$ cat src/rtl/systolic_feed_ctrl.sv
// Feed sequencer for the output-stationary systolic array.
// Latches A and B on start, clears the PEs, then streams skewed rows/columns.
module systolic_feed_ctrl #(
    parameter int DATA_WIDTH = 8,
    parameter int ARRAY_W    = 5,
    parameter int ARRAY_L    = 2,
    parameter int ARRAY_H    = 5
) (
    input  logic                                           clk,
    input  logic                                           reset_n,
    input  logic                                           start,
    input  logic [0:ARRAY_W-1][0:ARRAY_L-1][DATA_WIDTH-1:0] matrix_a,
    input  logic [0:ARRAY_L-1][0:ARRAY_H-1][DATA_WIDTH-1:0] matrix_b,
    output logic [0:ARRAY_W-1][DATA_WIDTH-1:0]              a_feed,
    output logic [0:ARRAY_H-1][DATA_WIDTH-1:0]              b_feed,
    output logic                                           pe_clear,
    output logic                                           pe_en,
    output logic                                           busy,
    output logic                                           done
);

    localparam int N  = ARRAY_L + ARRAY_W + ARRAY_H - 2;
    localparam int SW = $clog2(N + 1);
    localparam logic [SW-1:0] LAST = SW'(N - 1);

    typedef enum logic [1:0] {
        IDLE,
        CLEAR,
        FEED,
        DONE
    } state_t;

    state_t        state;
    state_t        state_next;
    logic [SW-1:0] step;
    logic [SW-1:0] step_next;

    logic [0:ARRAY_W-1][0:ARRAY_L-1][DATA_WIDTH-1:0] a_lat;
    logic [0:ARRAY_L-1][0:ARRAY_H-1][DATA_WIDTH-1:0] b_lat;

    // State, step counter and operand capture on the accepting start edge
    always_ff @(posedge clk) begin
        if (!reset_n) begin
            state <= IDLE;
            step  <= '0;
            a_lat <= '0;
            b_lat <= '0;
        end else begin
            state <= state_next;
            step  <= step_next;
            if (state == IDLE && start) begin
                a_lat <= matrix_a;
                b_lat <= matrix_b;
            end
        end
    end

    // Next-state logic and control strobes decoded from the current state
    always_comb begin
        state_next = state;
        step_next  = step;
        pe_clear   = 1'b0;
        pe_en      = 1'b0;
        busy       = 1'b1;
        done       = 1'b0;
        unique case (state)
            IDLE: begin
                busy      = 1'b0;
                step_next = '0;
                if (start) begin
                    state_next = CLEAR;
                end
            end
            CLEAR: begin
                pe_clear   = 1'b1;
                step_next  = '0;
                state_next = FEED;
            end
            FEED: begin
                pe_en = 1'b1;
                if (step == LAST) begin
                    step_next  = '0;
                    state_next = DONE;
                end else begin
                    step_next = step + 1'b1;
                end
            end
            DONE: begin
                done       = 1'b1;
                state_next = IDLE;
            end
            default: begin
                state_next = IDLE;
                step_next  = '0;
            end
        endcase
    end

    // Row i sees A[i][k] at step i+k; matching on the sum avoids negative indices
    always_comb begin
        a_feed = '0;
        if (state == FEED) begin
            for (int i = 0; i < ARRAY_W; i++) begin
                for (int k = 0; k < ARRAY_L; k++) begin
                    if (step == SW'(i + k)) begin
                        a_feed[i] = a_lat[i][k];
                    end
                end
            end
        end
    end

    // Column j sees B[k][j] at step j+k
    always_comb begin
        b_feed = '0;
        if (state == FEED) begin
            for (int j = 0; j < ARRAY_H; j++) begin
                for (int k = 0; k < ARRAY_L; k++) begin
                    if (step == SW'(j + k)) begin
                        b_feed[j] = b_lat[k][j];
                    end
                end
            end
        end
    end

endmodule

$ cat config.mk
export PLATFORM = sky130hd
export DESIGN_NAME = systolic_feed_ctrl
export DESIGN_NICKNAME = d
export VERILOG_FILES = /design/src/rtl/systolic_feed_ctrl.sv
export SDC_FILE = /design/constraint.sdc
export NUM_CORES = 1
export LEC_CHECK = 0
export BUFFER_PORTS_ARGS = -buffer_cell sky130_fd_sc_hd__buf_2
export CORE_MARGIN = 4
export CORE_UTILIZATION = 30
export DETAILED_ROUTE_END_ITERATION = 8
export GPL_ROUTABILITY_DRIVEN = 0
export PLACE_DENSITY_LB_ADDON = 0.2
export SYNTH_ARGS = -nofsm -noshare
export SYNTH_HDL_FRONTEND = slang
export SYNTH_SLANG_ARGS = --single-unit
$ cat constraint.sdc
create_clock -name clk -period 2 [get_ports clk]
set_clock_uncertainty 0.15 [all_clocks]
set_input_delay 0.3 -clock clk [delete_from_list [all_inputs] [get_ports clk]]
set_output_delay 0.3 -clock clk [all_outputs]
set_load 0.005 [all_outputs]
==> results of run 1 <==
-- repair_timing --
item / 4_1_cts / 5_1_grt
cloned: 6 / 3
hold endpoints to repair: 158 / 0
setup buffers: 13 / 0
endpoints found under the setup margin: 80 / 81
gates resized for setup: 62 / 56
pin swaps: 5 / 42
hold buffers: 158 / 0
-- sequential cells by signal (all words and copies together), names as in the netlist --
signal	count
a_lat	80
state	2
step	4
b_lat	80
-- per-stage QoR --
stage | setup TNS, ns | power (mW) | area [um2] | worst slack [ns]
finish | -19.72 | 10.92 | 11800 | -0.3145
detailed placement | -0.1210 | 7.039 | 8870 | -0.04481
global route | -29.17 | 11.58 | 11800 | -0.4102
global placement | -0.003982 | 7.020 | 8870 | -0.003982
CTS | -25.02 | 11.01 | 11550 | -0.3781
floorplan | 0 | 6.011 | 7251 | 0.2109
-- cell type report --
| type | count | share of cell area (%) |
|---|---|---|
| diodes | 1 | 0.02120 |
| clock buffers | 18 | 3.721 |
| clock inverters | 14 | 1.590 |
| inverters | 5 | 0.1802 |
| multi-input cells | 676 | 32.58 |
| flip-flops and latches | 166 | 28.29 |
| well taps | 319 | 3.382 |
| repair buffers | 454 | 30.23 |
-- report_power, final --
group          switching [mW]  internal (mW)  total (mW)
clock network            1.47           2.04        3.51
logic                    1.77           1.42        3.19
registers               0.365           3.85        4.22
-- cell families (layout without fill, tap and decap cells) --
logic type,Yosys count,count (layout),share of synthesized area (%)
AOI/OAI and AO/OA,248,248,20.09
xor gates and xnor gates,2,2,0.2416
adders and majority gates,6,6,1.035
buffers and inverters,87,491,6.178
DFF,166,166,45.83
muxes,1,1,0.1381
other,0,1,0
and+or+nand+nor,419,419,26.49
-- critical path, cell delays in order, from the launching register on --
cell       delay (ns)
dfxtp_4          0.35
buf_12           0.13
nor4b_4          0.21
buf_6            0.20
clkbuf_16        0.17
a22oi_2          0.07
nor2b_1          0.17
buf_2            0.15
-- final timing paths --
kind	startpoint	end	slack (ns)	cells after the start
setup / recovery	step[0]	a_feed[15]	-0.31	7
hold / removal	matrix_a[7]	a_lat[7]	0.01	3
setup reg to reg	state[0]	state[1]	0.18	5
hold reg to reg	a_lat[55]	a_lat[55]	0.30	2
-- cell usage in the layout, fill, tap and decap left out, types with 2 or more instances in the layout --
cell / netlist / routed
nand2_1: 321 / 320
buf_2: 14 / 246
a21oi_1: 163 / 163
dfxtp_1: 166 / 161
dlygate4sd3_1: 0 / 158
nor2b_1: 82 / 77
a22oi_2: 0 / 66
buf_12: 0 / 21
clkbuf_16: 0 / 20
buf_4: 7 / 15
a22oi_1: 80 / 14
buf_6: 10 / 8
nor2b_2: 0 / 5
ha_1: 6 / 5
inv_1: 5 / 4
inv_6: 0 / 4
dfxtp_4: 0 / 4
nor4b_4: 3 / 3
bufinv_16: 0 / 3
inv_8: 0 / 3
and4bb_2: 2 / 2
xor2_1: 2 / 2
nor3_1: 2 / 2
clkinvlp_4: 0 / 2
buf_8: 0 / 2
-- layer usage --
layer | global-route usage [%] | vias up | routed length (um)
met5 | 0 | - | 0
met4 | 6.138 | 0 | 597
met3 | 3.659 | 35 | 1176
met2 | 32.02 | 228 | 12990
met1 | 23.52 | 3654 | 11290
li1 | - | 3870 | -
==> impl_metrics.py, run 1 <==
metrics = {
    "worst_setup_path": {
        "cp-start-kind": "register",
        "path_max_fanout": 5,
        "cp-end-kind": "output pin",
        "cp.arrival_ns": 1.86,
        "crit_type": "register to output pin",
        "cp.required_ns": 1.55,
    },
    "place": {
        "hpwlAfterDp_um": 15990,
        "numPlacedInstances": 1444,
        "port_buffers": 246,
    },
    "routing": {
        "vias": 7787,
        "wirelength_um": 26050,
        "antenna_left": 0,
        "route.detailed.drc": 0,
        "via_per_inst": 4.711,
        "drtPass1Iterations": 6,
        "drtIter0Drc": 373,
        "wl_per_cell_um": 15.76,
    },
    "logic_synthesis": {
        "syn-num-nets": 1098,
        "syn_area_mm2": 0.007251,
        "synth_top_cells_by_area": "dfxtp_1, nand2_1, a21oi_1",
        "synth-edff-count": 0,
        "synth_cell_types": 32,
        "yosysWarnings": 0,
        "syn_inst": 929,
        "async_reset_ff_share_pct": 0,
        "post_synth.cell_area_avg_um2": 7.805,
        "synth-seq-area-share_pct": 45.83,
        "synthTopCellsByCount": "nand2_1, dfxtp_1, a21oi_1",
        "ys_ff_latch": 166,
        "synth-main-ff-cell": "dfxtp_1",
        "synth_top_area_share_pct": 45.83,
        "post-synth-top-count-cell": "nand2_1",
        "yosysTopAreaCell": "dfxtp_1",
    },
    "timing": {
        "finalSetupViolCount": 80,
        "min_period_over_period_pct": 115.7,
        "drv_slew": 0,
        "tightest_slew_ns": 0.3707,
        "grt_setup_unrepaired": "yes",
        "slew_headroom_pct": 74.65,
        "fmax_mhz": 432.1,
        "layout_setup_ws_ns": -0.3145,
        "hold_ws_ns": 0.01274,
        "finalHoldViolations": 0,
        "finalCriticalPeriod_ns": 2.314,
    },
    "finish": {
        "final-seq-area_mm2": 0.003339,
        "nets": 1489,
        "multi_input_area_mm2": 0.003845,
        "utilization_pct": 49.98,
        "drive_gt1_share_pct": 31.21,
        "area_growth_pct": 62.78,
        "fin_cells": 1653,
        "nFillCells": 2271,
    },
    "floorplan": {
        "dieHeight_um": 163.5,
        "fp-row-count": 56,
        "die_w_um": 163.5,
        "start_util_pct": 30.71,
        "coreArea_mm2": 0.02361,
        "dieArea_mm2": 0.02672,
        "num_io_pins": 247,
    },
    "power_and_ir_drop": {
        "vdd_drop_max_v": 0.0005938,
        "power-per-cell-area_mw_per_mm2": 925.5,
        "power.leakage_nw": 4.649,
    },
    "cts": {
        "numCtsBuffers": 17,
        "cts_tree": "done",
        "clockBufferDepth": 2,
        "cts_sinks": 166,
        "ctsRootBufferMaster": "clkbuf_16",
        "clkSlewWorstSetupHoldPaths_ns": 0.06,
        "htree_levels": 4,
        "insertion_delay_ns": 0.41,
    },
    "hold_path": {
        "min_path_type": "input pin to register",
    },
    "run": {
        "drv_cap": 0,
    },
    "global_route": {
        "grt_overflow": 0,
        "grt_pass1_vias": 7834,
        "grt_pass1_wl_um": 40040,
        "grt_max_degree": 60,
        "grt_usage_pct": 18.65,
        "antenna_found_initial": 1,
    },
    "status": {
        "violations": "setup timing",
        "status": "finished, violations left",
    },
}
No activity file was read; power rests on OpenSTA's default activity.
==> run 2, diff against run 1 <==
--- a/config.mk
+++ b/config.mk
@@ -11,6 +11,7 @@
 export DETAILED_ROUTE_END_ITERATION = 8
 export GPL_ROUTABILITY_DRIVEN = 0
 export PLACE_DENSITY_LB_ADDON = 0.2
+export SKIP_CTS_REPAIR_TIMING = 1
 export SYNTH_ARGS = -nofsm -noshare
 export SYNTH_HDL_FRONTEND = slang
 export SYNTH_SLANG_ARGS = --single-unit
==> impl_metrics.py, run 2 (synthesis results as in run 1) <==
metrics = {
    "floorplan": {
        "coreArea_mm2": 0.02361,
        "dieArea_mm2": 0.02672,
        "die_w_um": 163.5,
        "fp-row-count": 56,
        "start_util_pct": 30.71,
        "num_io_pins": 247,
        "dieHeight_um": 163.5,
    },
    "place": {
        "numPlacedInstances": 1444,
        "hpwlAfterDp_um": 15990,
        "placed_area_mm2": 0.008870,
        "port_buffers": 246,
    },
    "cts": {
        "numCtsBuffers": 17,
        "clockBufferDepth": 2,
        "htree_levels": 4,
        "cts_sinks": 166,
        "clkSlewWorstSetupHoldPaths_ns": 0.07,
        "ctsRootBufferMaster": "clkbuf_16",
        "cts_tree": "done",
        "insertion_delay_ns": 0.41,
    },
    "finish": {
        "nets": 1468,
        "drive_gt1_share_pct": 29.12,
        "mostFrequentLayoutCells": "nand2_1, buf_2, a21oi_1",
        "fin_cells": 1632,
        "area_growth_pct": 57.38,
        "nFillCells": 2317,
        "postLayoutCellArea_mm2": 0.01141,
        "layout_commonest_cell": "nand2_1",
        "top_regs": "a_lat x80, b_lat x80, step x4",
    },
    "power_and_ir_drop": {
        "seqPwrFrac_pct": 39.0,
        "p_int_mw": 7.230,
        "p_sw_mw": 3.540,
        "power_mw": 10.77,
        "switching_share_pct": 32.87,
        "combPwrFrac_pct": 28.5,
        "power-per-cell-area_mw_per_mm2": 943.8,
        "clkPwrFrac_pct": 32.5,
        "vdd_drop_max_v": 0.0005862,
        "power.leakage_nw": 4.528,
    },
    "timing": {
        "finalCriticalPeriod_ns": 2.319,
        "finalHoldViolations": 10,
        "drv_slew": 0,
        "finalSetupViolCount": 80,
        "layout_setup_ws_ns": -0.3191,
        "fmax_mhz": 431.2,
        "slew_headroom_pct": 74.78,
        "tightest_slew_ns": 0.3687,
        "min_period_over_period_pct": 116.0,
        "grt_setup_unrepaired": "yes",
        "hold_ws_ns": -0.02023,
    },
    "worst_setup_path": {
        "cpMostUsedCell": "buf_12",
        "rr_startpoint": "state[0]",
        "crit_type": "register to output pin",
        "cp.arrival_ns": 1.87,
        "cp-end-kind": "output pin",
        "cp-start-kind": "register",
        "cp.required_ns": 1.55,
        "path_max_fanout": 5,
        "max_stage_delay_ns": 0.36,
        "slowest_stage": "dfxtp_4",
        "crit_chain": "buf_12 -> nor4b_4 -> buf_6 -> buf_12 -> clkbuf_16 -> a22oi_2 -> nor2b_1 -> buf_2",
        "startpoint": "step[0]",
    },
    "hold_path": {
        "hold_start": "matrix_a[76]",
        "min_path_type": "input pin to register",
    },
    "global_route": {
        "grt_usage_pct": 16.64,
        "antenna_found_initial": 1,
        "grt_overflow": 0,
        "grt_pass1_wl_um": 35650,
        "grt_max_degree": 60,
        "grt_pass1_vias": 6890,
    },
    "routing": {
        "wl_per_cell_um": 15.54,
        "drtPass1Iterations": 5,
        "via_per_inst": 4.708,
        "vias": 7683,
        "antenna_left": 0,
        "wirelength_um": 25360,
        "drtIter0Drc": 459,
        "route.detailed.drc": 0,
    },
    "status": {
        "status": "finished, violations left",
        "violations": "hold timing, setup timing",
    },
    "run": {
        "drv_cap": 0,
    },
}
-- run 2: path summary, 6_finish.rpt --
check               to  slack, ns  depth (start not counted)
min reg2reg   b_lat[6]       0.30                          2
min          a_lat[76]      -0.02                          3
max          a_feed[1]      -0.32                          8
max reg2reg   state[1]       0.18                          5
-- run 2: per-layer routing --
layer / routed length (um) / GRT usage [%] / share of wire [%]
met1: 10940 / 21.87 / 43
met2: 12650 / 27.06 / 50
met3: 1194 / 4.239 / 4.7
met4: 567 / 4.918 / 2.2
met5: 0 / 0 / 0
-- run 2: area by class of cell --
cell class	count	area, um2	share of cell area [%]
multi-input combinational	676	3729	32.68
sequential	166	3337	29.24
timing repair buffer	433	3296	28.88
clock buffer	18	439.2	3.849
tap	319	399.1	3.498
clock inverter	14	187.7	1.645
inverter	5	21.27	0.1864
antenna	1	2.502	0.02193
-- run 2: metrics by stage --
step,TNS (ns),setup WS [ns],utilization [%]
after floorplan,0,0.2109,-
after global placement,-0.003982,-0.003982,37.56
after global routing,-29.22,-0.4167,48.33
after CTS,-32.20,-0.5100,40.22
after detailed placement,-0.1210,-0.04481,37.56
final,-20.41,-0.3191,48.33
-- run 2: worst max-delay path: cells and delay by family (launching register included) --
kind	cells	cell delay, ns
AOI/OAI and AO/OA	1	0.07
buffers and inverters	5	0.67
DFF	1	0.36
and+or+nand+nor	2	0.35
-- run 2: power groups by stage --
stage | Clock (mW) | Sequential [mW] | Combinational [mW]
final | 3.51 | 4.20 | 3.07
after global routing | 3.74 | 4.27 | 3.43
after CTS | 3.60 | 4.15 | 2.83
after global placement | 0 | 4.22 | 2.80
after floorplan | 0 | 4.13 | 1.88
after detailed placement | 0 | 4.22 | 2.82
